<file path="src/rtl/dmem_bus_arbiter_pkg.sv">
// Shared encodings for the DataMemory bus arbiter: FSM states, control-bus bit
// positions and requester identifiers carried through the read-return tags.
package dmem_bus_arbiter_pkg;

    typedef enum logic [1:0] {
        IDLE = 2'd0,
        OWN0 = 2'd1,
        OWN1 = 2'd2
    } state_e;

    localparam int CTRL_RD = 1;
    localparam int CTRL_WR = 2;

    localparam logic ID_M0 = 1'b0;
    localparam logic ID_M1 = 1'b1;

endpackage

</file>
<file path="src/rtl/dmem_bus_arbiter_rd_tag_pipe.sv">
// Delay line of {valid, requester id} tags that follows each accepted read
// until its data appears on the memory read bus; cleared by the async reset.
module rd_tag_pipe #(
    parameter int DEPTH = 1
) (
    input  logic clk_i,
    input  logic rst_i,
    input  logic push_valid_i,
    input  logic push_id_i,
    output logic pop_valid_o,
    output logic pop_id_o,
    output logic busy_o
);

    generate
        if (DEPTH == 0) begin : g_bypass
            logic unusedClkRst;
            assign unusedClkRst = clk_i ^ rst_i;
            assign pop_valid_o  = push_valid_i;
            assign pop_id_o     = push_id_i;
            assign busy_o       = 1'b0;
        end else begin : g_pipe
            logic [DEPTH-1:0] valid_q;
            logic [DEPTH-1:0] id_q;

            always_ff @(posedge clk_i or posedge rst_i) begin
                if (rst_i) begin
                    valid_q <= '0;
                    id_q    <= '0;
                end else begin
                    valid_q[0] <= push_valid_i;
                    id_q[0]    <= push_id_i;
                    for (int i = 1; i < DEPTH; i++) begin
                        valid_q[i] <= valid_q[i-1];
                        id_q[i]    <= id_q[i-1];
                    end
                end
            end

            assign pop_valid_o = valid_q[DEPTH-1];
            assign pop_id_o    = id_q[DEPTH-1];
            assign busy_o      = |valid_q;
        end
    endgenerate

endmodule

</file>
<file path="src/rtl/dmem_bus_arbiter.sv">
// Two-master DataMemory arbiter: round-robin ownership with a hold limit, an M1
// burst lock, and tagged read returns routed back to the issuing master.
module dmem_bus_arbiter
    import dmem_bus_arbiter_pkg::*;
#(
    parameter int ADDR_W   = 32,
    parameter int DATA_W   = 32,
    parameter int READ_LAT = 1,
    parameter int MAX_HOLD = 8
) (
    input  logic              InputClk,
    input  logic              rst,
    input  logic              m0_req,
    input  logic              m0_we,
    input  logic [ADDR_W-1:0] m0_addr,
    input  logic [DATA_W-1:0] m0_wdata,
    output logic              m0_gnt,
    output logic              m0_rvalid,
    output logic [DATA_W-1:0] m0_rdata,
    input  logic              m1_req,
    input  logic              m1_we,
    input  logic [ADDR_W-1:0] m1_addr,
    input  logic [DATA_W-1:0] m1_wdata,
    output logic              m1_gnt,
    output logic              m1_rvalid,
    output logic [DATA_W-1:0] m1_rdata,
    input  logic              m1_lock,
    output logic [ADDR_W-1:0] mem_addr,
    output logic [DATA_W-1:0] mem_wdata,
    output logic [2:0]        mem_ctrl,
    input  logic [DATA_W-1:0] mem_rdata,
    output logic              busy
);

    localparam int              HOLD_W   = $clog2(MAX_HOLD + 1);
    localparam logic [HOLD_W-1:0] HOLD_MAX = HOLD_W'(MAX_HOLD);

    state_e            state_q, state_d;
    logic [HOLD_W-1:0] holdCnt_q, holdCnt_d, holdNext;
    logic              lastOwner_q, lastOwner_d;
    logic              gnt0Raw, gnt1Raw, anyGnt, gntWe, holdLimit;
    logic              popValid, popId, tagsBusy;

    assign holdLimit = (holdCnt_q >= HOLD_MAX);
    assign holdNext  = (holdCnt_q == HOLD_MAX) ? holdCnt_q : holdCnt_q + HOLD_W'(1);

    always_ff @(posedge InputClk or posedge rst) begin
        if (rst) begin
            state_q     <= IDLE;
            holdCnt_q   <= '0;
            lastOwner_q <= ID_M1;
        end else begin
            state_q     <= state_d;
            holdCnt_q   <= holdCnt_d;
            lastOwner_q <= lastOwner_d;
        end
    end

    // The owner only loses the bus to a waiting requester once its run hits the limit.
    always_comb begin
        state_d     = state_q;
        holdCnt_d   = holdCnt_q;
        lastOwner_d = lastOwner_q;
        gnt0Raw     = 1'b0;
        gnt1Raw     = 1'b0;
        case (state_q)
            IDLE: begin
                if (m1_lock && m1_req)    gnt1Raw = 1'b1;
                else if (m0_req && m1_req) begin
                    if (lastOwner_q == ID_M0) gnt1Raw = 1'b1;
                    else                      gnt0Raw = 1'b1;
                end
                else if (m0_req)          gnt0Raw = 1'b1;
                else if (m1_req)          gnt1Raw = 1'b1;
            end
            OWN0: begin
                if (m0_req && !(m1_req && holdLimit)) gnt0Raw = 1'b1;
                else if (m1_req)                      gnt1Raw = 1'b1;
            end
            OWN1: begin
                if (m1_lock)                                gnt1Raw = m1_req;
                else if (m1_req && !(m0_req && holdLimit))  gnt1Raw = 1'b1;
                else if (m0_req)                            gnt0Raw = 1'b1;
            end
            default: ;
        endcase

        if (gnt0Raw) begin
            state_d     = OWN0;
            lastOwner_d = ID_M0;
            holdCnt_d   = (state_q == OWN0) ? holdNext : HOLD_W'(1);
        end else if (gnt1Raw) begin
            state_d     = OWN1;
            lastOwner_d = ID_M1;
            holdCnt_d   = (state_q == OWN1) ? holdNext : HOLD_W'(1);
        end else if (!(state_q == OWN1 && m1_lock)) begin
            state_d   = IDLE;
            holdCnt_d = '0;
        end
    end

    // Grants are combinational, so they are masked while reset is asserted.
    assign m0_gnt = gnt0Raw & ~rst;
    assign m1_gnt = gnt1Raw & ~rst;
    assign anyGnt = m0_gnt | m1_gnt;
    assign gntWe  = m0_gnt ? m0_we : m1_we;

    always_comb begin
        mem_ctrl          = '0;
        mem_ctrl[CTRL_WR] = anyGnt & gntWe;
        mem_ctrl[CTRL_RD] = anyGnt & ~gntWe;
    end

    assign mem_addr  = m0_gnt ? m0_addr  : (m1_gnt ? m1_addr  : '0);
    assign mem_wdata = m0_gnt ? m0_wdata : (m1_gnt ? m1_wdata : '0);

    rd_tag_pipe #(
        .DEPTH (READ_LAT)
    ) u_tagPipe (
        .clk_i        (InputClk),
        .rst_i        (rst),
        .push_valid_i (anyGnt & ~gntWe),
        .push_id_i    (m1_gnt),
        .pop_valid_o  (popValid),
        .pop_id_o     (popId),
        .busy_o       (tagsBusy)
    );

    assign m0_rvalid = popValid & (popId == ID_M0);
    assign m1_rvalid = popValid & (popId == ID_M1);
    assign m0_rdata  = m0_rvalid ? mem_rdata : '0;
    assign m1_rdata  = m1_rvalid ? mem_rdata : '0;
    assign busy      = (state_q != IDLE) | tagsBusy;

endmodule

</file>
<file path="config.mk">
export PLATFORM = sky130hd
export DESIGN_NAME = dmem_bus_arbiter
export DESIGN_NICKNAME = d
export VERILOG_FILES = /design/src/rtl/dmem_bus_arbiter_pkg.sv /design/src/rtl/dmem_bus_arbiter_rd_tag_pipe.sv /design/src/rtl/dmem_bus_arbiter.sv
export SDC_FILE = /design/constraint.sdc
export NUM_CORES = 1
export LEC_CHECK = 0
export BUFFER_PORTS_ARGS = -buffer_cell sky130_fd_sc_hd__buf_4
export CAP_MARGIN = 20
export CORE_AREA = 5 5 113 115
export DETAILED_ROUTE_END_ITERATION = 12
export DIE_AREA = 0 0 118 120
export MAX_ROUTING_LAYER = met4
export PLACE_DENSITY_LB_ADDON = 0.12
export SYNTH_ARGS = -nofsm -noshare
export SYNTH_HDL_FRONTEND = slang
export SYNTH_SLANG_ARGS = --single-unit
</file>
<file path="constraint.sdc">
create_clock -name InputClk -period 2.2 [get_ports InputClk]
set_input_delay 0.11 -clock InputClk [delete_from_list [all_inputs] [get_ports InputClk]]
set_output_delay 0.11 -clock InputClk [all_outputs]
set_load 0.01 [all_outputs]
</file>
# Yosys cells after proc, flatten, opt, wreduce, memory -nomap -nowiden
# Cells that the tools add are included.
word_totals:
  ff_bits: 9
  in_bits: 167
  out_inout_bits: 136
  elab_cells: 69
classes:
  add_sub_neg: 1
  magnitude_cmp: 1
  eq_ne: 4
  n_mux: 35
  bitwise: 11
  n_reduce_logical: 12
ops:
  columns: ["operator", "n"]
  rows:
  - ["$mux 32", 6]
  - ["$mux 4", 6]
  - ["$mux 1", 18]
  - ["$logic_and 1x1->1", 7]
  - ["$and 1x1->1", 6]
  - ["$mux 2", 3]
  - ["$pmux 1 s3", 2]
  - ["$add 4x1->4 const B", 1]
  - ["$eq 4x4->1 const B", 1]
  - ["$ge 4x4->1 const B", 1]
  - ["$reduce_bool 2->1", 2]
  - ["$ne 3x3->1 const B", 1]
  - ["$not 1->1", 3]
  - ["$eq 2x1->1 const B", 1]
  - ["$eq 2x2->1 const B", 1]
  - ["$logic_not 1->1", 2]
  - ["$logic_not 2->1", 1]
  - ["$or 1x1->1", 2]

# Depth between registers and ports, before layout
# Gate-level depths: netlist of the first run.
logic_depth:
  depth_word: 11
  depth_mapped: 8
  depth_no_buf: 7

# Modules after synthesis
# A second synthesis of the first run with hierarchy kept.
unflattened:
  hier_cells: 225
  hier_area_um2: 1776.7
modules_own_cells:
  columns: ["mod", "instances", "cells_each", "area_per_inst_um2", "seq_area_each_um2"]
  rows:
  - ["dmem_bus_arbiter", 1, 221, 1715.4, 176.4]
  - ["rd_tag_pipe", 1, 4, 61.3, 50.0]

# Least setup slack after synthesis of the first run
# OpenSTA, ideal clock, no wires.
synth_timing:
  path_kind: "register to output"
  startpoint: "register lastOwner_q"
  endpoint: "output mem_addr[10]"
  arrival_ps: 1578
  required_time_ps: 2090
  slack_ps: 512
  stages_incl_launch_ff: 8
  cell_sequence: "dfstp_2 a21boi_2 mux2i_2 o21ai_2 and3_4 buf_6 buf_6 a22o_1"
synth_between:
  elab_chain_len: 7
  elab_cells_between_ends: 12
  classes_between: "mux: 10; bitwise: 2"
synth_rtl:
  columns: ["item", "line", "source"]
  rows:
  - ["start: declaration", "dmem_bus_arbiter.sv:40", "logic lastOwner_q, lastOwner_d;"]
  - ["start signal: assignment", "dmem_bus_arbiter.sv:55", "lastOwner_q <= lastOwner_d;"]
  - ["$mux 1", "dmem_bus_arbiter.sv:70", "if (lastOwner_q == ID_M0) gnt1Raw = 1'b1;"]
  - ["$mux 1", "dmem_bus_arbiter.sv:69", "else if (m0_req && m1_req) begin"]
  - ["$mux 1", "dmem_bus_arbiter.sv:68", "if (m1_lock && m1_req) gnt1Raw = 1'b1;"]
  - ["$pmux 1 s3", "dmem_bus_arbiter.sv:66", "case (state_q)"]
  - ["$and 1x1->1", "dmem_bus_arbiter.sv:104", "assign m1_gnt = gnt1Raw & ~rst;"]
  - ["$mux 32", "dmem_bus_arbiter.sv:114", "assign mem_addr = m0_gnt ? m0_addr : (m1_gnt ? m1_addr : '0);"]
  - ["$mux 32 (*)", "dmem_bus_arbiter.sv:114", null]
  - ["end: declaration", "dmem_bus_arbiter.sv:28", "output logic [ADDR_W-1:0] mem_addr,"]
# Every way passes the cells marked *; elsewhere a longest branch is shown, timed or not.

# Worst setup path in the final report of the first run
layout_timing:
  startpoint: "register state_q[0]"
  endpoint: "output mem_wdata[22]"
layout_between:
  elab_chain_len: 5
  elab_cells_between_ends: 9
  classes_between: "eq/ne: 2; mux: 4; bitwise: 2; reduce/logical: 1"
layout_rtl:
  columns: ["item", "line", "source"]
  rows:
  - ["start: declaration", "dmem_bus_arbiter.sv:38", "state_e state_q, state_d;"]
  - ["start signal: assignment", "dmem_bus_arbiter.sv:53", "state_q <= state_d;"]
  - ["$eq 2x2->1, or another cell as far along", "dmem_bus_arbiter.sv:66", null]
  - ["$pmux 1 s3", "dmem_bus_arbiter.sv:66", null]
  - ["$and 1x1->1", "dmem_bus_arbiter.sv:104", null]
  - ["$mux 32", "dmem_bus_arbiter.sv:115", "assign mem_wdata = m0_gnt ? m0_wdata : (m1_gnt ? m1_wdata : '0);"]
  - ["$mux 32 (*)", "dmem_bus_arbiter.sv:115", null]
  - ["end: declaration", "dmem_bus_arbiter.sv:29", "output logic [DATA_W-1:0] mem_wdata,"]
# Marked as above.

==> results.ini, run 1 <==
[floorplanning]
design.core.area_um2 = 11700
core.rowCount = 40
pin_count = 303
start_util = 0.151
dieArea_um2 = 14200
die_h_um = 120
die_w_um = 118

[critical_path]
worst-setup-path-type = flop to output port
critical_path_required_ns = 2.09
critPathTopFamily = compound AO/OA/AOI/OAI gates
path_cells = nor3b_1, o21ai_1, o21ai_4, and3_4, buf_12, a22o_4, buf_4
cp.arrival_ns = 2.05
start_kind = flop
critical_path.max_fanout = 14
critPathCaptureType = output port
max_stage_delay_ns = 0.47
slowest_stage = dfrtp_2
cp_num_buf_inv = 2

[detailed_routing]
ant_nets = 0
drt_iter0_drc = 93
via_count = 2940
dr.pass1.iters = 4
routed_wl_um = 13300
viasPerCell = 4.42
wire_per_inst_um = 20.1
drcViolationCount = 0

[clock_tree]
cts.clk_slew.worst_paths_ns = 0.04
cts_root_buf = clkbuf_16
cts-buffers-inserted = 3
htreeDepth = 1
cts_buffer_depth = 2
cts.sinks = 9
clock_latency_ns = 0.23
tritoncts = yes

[sta]
fin_worst_skew_ns = 0.00195
hold_violations = 0
rsz0062_at_grt = yes
setup_viol = 0
drv_slew = 0
setup_slack_ns = 0.0415
holdWs_ns = 0.216
min_period_ns = 2.16
period_share = 0.981
fmax_mhz = 463

[pwr]
p_total_w = 0.00196
peakVddDrop_v = 0.000331
powerDensity_nw_per_um2 = 445
power.leakage_nw = 2.52

[synthesis]
synth_edf_count = 0
postSynthCellCount = 223
synth_top_area_frac = 0.316
ys_seq_elements = 9
ys_types = 42
synth_area_leaders = a22o_1, and2_1, and3_1, dfrtp_1, buf_4
ys_async_sr_fraction = 1.00
synthFlopType = dfrtp_1
synthesis.area_um2 = 1770
syn-num-nets = 392
ys_warn_count = 0
yosysTopAreaCell = a22o_1
postSynthAreaPerCell_um2 = 7.96
ys_seq_area_frac = 0.128

[global_routing]
grt_use_total = 0.174
grt_pass1_wl_um = 18900
grt_max_degree = 34
antenna_found_initial = 0
grt.overflow.total = 0
grt_pass1_vias = 2850

[placed_design]
port_buffers = 301
dpl.hpwl_um = 10800
place_inst = 652
pre_cts_slack_ns = 0.128
gp_congestion = 0.816

[layout]
nets = 688
antenna_cells = 0
final_cells = 665
final_common_cell = buf_4
drive_above_1_share = 0.653
syn_to_final_growth_pct = 148
layout_common_cells = buf_4, a22o_1, and2_1

[status]
run_status = complete, no violations

[hold_path]
min_path_type = input port to flop

[flow_run]
drv_cap = 0

## layer usage
| metal | routed length [um] | vias up | global-route usage |
|---|---|---|---|
| met4 | 82 | 0 | 0.0172 |
| met3 | 694 | 4 | 0.0330 |
| met1 | 5170 | 1390 | 0.201 |
| met2 | 7390 | 118 | 0.325 |
| li1 | - | 1428 | - |
| met5 | 0 | - | - |
## registers in the layout, indices dropped and copies added, names as in the netlist
name / count
u_tagPipe.pop_id_o: 1
holdCnt_q: 4
lastOwner_q: 1
state_q: 2
u_tagPipe.busy_o: 1
## power by group
part / switching [W] / total, W / leakage (nW) / internal [W]
Combinational: 0.000615 / 0.00138 / 2.37 / 0.000766
Clock: 0.0000780 / 0.000320 / 0.0382 / 0.000242
Sequential: 0.0000484 / 0.000258 / 0.111 / 0.000209
Total: 0.000742 / 0.00196 / 2.52 / 0.00122
## synthesized netlist by cell type, types with 2 or more instances
cell / instances
a21o_1: 2
dfrtp_1: 8
inv_1: 7
clkbuf_1: 9
nand3b_1: 3
nand2_1: 5
buf_4: 10
ha_1: 2
o21ai_1: 2
a22o_1: 64
a21oi_1: 3
buf_6: 6
and3_1: 33
nand2b_1: 2
o21ai_0: 2
buf_2: 3
and2_1: 35
nor2_1: 2
or2_2: 2
## what timing repair did
item                                    in CTS  in global routing
endpoints found under the setup margin      58                 58
pin swaps                                    2                 11
resized for setup                            4                 12
hold endpoints to repair                     8                  0
gates cloned                                 1                  1
hold buffers                                 1                  0
buffers inserted                             2                  4
## final timing paths
check	startpoint	end	slack (ns)	cells after the start
setup / recovery	state_q[0]	mem_wdata[22]	0.04	7
hold / removal	m1_we	u_tagPipe.busy_o	0.22	3
setup reg to reg	state_q[0]	holdCnt_q[2]	0.53	6
hold reg to reg	lastOwner_q	lastOwner_q	0.47	2
max in group asynchronous	rst	lastOwner_q	1.50	4
min in group asynchronous	rst	holdCnt_q[0]	0.48	4
## worst reg2reg max path, stage by stage, from the launching register on
cell and delay (ns):
dfrtp_2 0.47, buf_4 0.17, nand3b_1 0.14, a22oi_1 0.17, a41oi_1 0.12, a2111oi_0 0.42, a21o_1 0.12
## cell type report
cell class / count / area, um2
clock buffer: 4 / 78.8
fill: 1253 / 7310
inverter: 7 / 26.3
multi-input combinational: 179 / 1400
sequential: 9 / 230
tap: 147 / 184
timing repair buffer: 319 / 2480
## per-stage QoR
stage / setup TNS, ns / utilization / cell area [um2]
finish: 0 / 0.376 / 4400
global route: -0.319 / 0.376 / 4400
CTS: -0.0160 / 0.365 / 4280
detailed placement: 0 / 0.353 / 4140
global placement: 0 / 0.353 / 4140
floorplan: 0 / - / 1770
## logic make-up (layout without fill, tap and decap cells)
group                    after synthesis  count (layout)  synth area share
XOR/XNOR                               1               1           0.00494
flip-flops                             9               9             0.128
AND/OR/NAND/NOR                       90              90             0.324
multiplexers                           1               1           0.00776
AO/OA/AOI/OAI                         84              84             0.396
buffers and inverters                 35             330             0.123
adder cells (fa/ha/maj)                2               2            0.0141
other                                  1               1           0.00211
Note: power is estimated with default switching activity, not from simulation.
==> run 2, diff against run 1 <==
clock period = 1.78 ns   (was 2.2 ns; I/O delays follow)
==> run 2 against run 1 <==
  * The flow now finishes with violations (negative setup slack)
  * Global-route usage about the same
  * Hold slack got worse by 0.12 ns
  * Setup slack worse by 0.38 ns
  * Power increased by 27%
  * Count of clock-buffer cells in the layout unchanged
==> results.ini, run 2 (same netlist as run 1, synthesis figures left out) <==
[status]
run_status = complete, but fails checks
violations = negative setup slack

[layout]
antenna_cells = 0
layout_common_cells = buf_4, a22o_1, and2_1
final_cells = 674
syn_to_final_growth_pct = 153
drive_above_1_share = 0.655
final_common_cell = buf_4
regMostFlops = holdCnt_q
reg.largest.list = holdCnt_q (4), state_q (2)
largest_reg_flops = 4
nets = 697
final_area_um2 = 4490

[clock_tree]
htreeDepth = 1
clock_latency_ns = 0.23
cts_root_buf = clkbuf_16
cts-buffers-inserted = 3
cts_buffer_depth = 2
cts.clk_slew.worst_paths_ns = 0.04
tritoncts = yes
cts.sinks = 9

[placed_design]
gp_congestion = 0.840
place_area_um2 = 4240
place_inst = 664
dpl.hpwl_um = 11100
port_buffers = 301

[floorplanning]
die_h_um = 120
die_w_um = 118
dieArea_um2 = 14200
start_util = 0.151
design.core.area_um2 = 11700
pin_count = 303
core.rowCount = 40

[global_routing]
grt_max_degree = 35
grt_use_total = 0.174
grt_pass1_vias = 2972
grt.overflow.total = 0
antenna_found_initial = 0
grt_pass1_wl_um = 19100

[detailed_routing]
routed_wl_um = 13200
via_count = 2969
drcViolationCount = 0
wire_per_inst_um = 19.6
drt_iter0_drc = 141
ant_nets = 0
viasPerCell = 4.41
dr.pass1.iters = 4

[critical_path]
worst-setup-path-type = flop to output port
start_kind = flop
cp.arrival_ns = 2.03
critical_path_required_ns = 1.69
critical_path.max_fanout = 34
critPathCaptureType = output port

[sta]
setup_slack_ns = -0.341
holdWs_ns = 0.0912
hold_violations = 0
drv_slew = 0
period_share = 1.19
fin_worst_skew_ns = 0.00314
setup_viol = 70
min_period_ns = 2.12
fmax_mhz = 472
rsz0062_at_grt = yes

[pwr]
peakVddDrop_v = 0.000650
power.leakage_nw = 2.56
powerDensity_nw_per_um2 = 554

[flow_run]
drv_cap = 0

[hold_path]
min_path_type = input port to flop

## run 2: power breakdown
group / internal, W / total, W / leakage (nW) / switching (W)
Combinational: 0.00101 / 0.00178 / 2.41 / 0.000774
Clock: 0.000299 / 0.000392 / 0.0382 / 0.0000929
Sequential: 0.000259 / 0.000313 / 0.111 / 0.0000544
## run 2: worst paths after layout
path | cells past startpoint | slack [ns] | endpoint | startpoint
hold / removal | 2 | 0.09 | u_tagPipe.busy_o | rst
hold reg to reg | 2 | 0.47 | lastOwner_q | lastOwner_q
max in group asynchronous | 4 | 1.10 | lastOwner_q | rst
setup reg to reg | 10 | -0.04 | holdCnt_q[0] | lastOwner_q
setup / recovery | 8 | -0.34 | mem_wdata[7] | lastOwner_q
min in group asynchronous | 4 | 0.47 | holdCnt_q[1] | rst
## run 2: worst max-delay path: stages, from the launching register on
cell,delay (ns)
dfstp_2,0.52
a21boi_4,0.16
mux2i_2,0.09
buf_4,0.15
o21ai_4,0.12
and3_4,0.24
buf_12,0.20
a22o_1,0.19
buf_6,0.11
## run 2: per-stage QoR
stage / power, W / setup WS, ns / utilization / TNS, ns
floorplan: 0.00106 / 0.113 / - / 0
global route: 0.00266 / -0.440 / 0.384 / -27.00
CTS: 0.00245 / -0.324 / 0.377 / -19.24
global placement: 0.00199 / -0.109 / 0.362 / -2.98
finish: 0.00249 / -0.341 / 0.384 / -20.23
detailed placement: 0.00199 / -0.113 / 0.362 / -3.26
## run 2: layer usage
layer	share of wire	GRT usage	vias up
li1	-	-	1446
met1	0.38	0.199	1392
met2	0.54	0.313	115
met3	0.048	0.0344	16
met4	0.024	0.0430	0
met5	0	-	-
## run 2: cell type report
cell class              instances  area (um2)
fillers                      1242        7220
repair buffers                328        2600
multi-input cells             179        1380
flip-flops and latches          9         230
well taps                     147         184
clock buffers                   4        78.8
inverters                       7        26.3
## run 2: what timing repair did
item                                   CTS  global route
hold buffers                             1             0
resized for setup                       14            15
endpoints found under the hold margin    8             0
pin swaps                                2             2
buffers inserted                         3             4
setup endpoints to repair               68            71
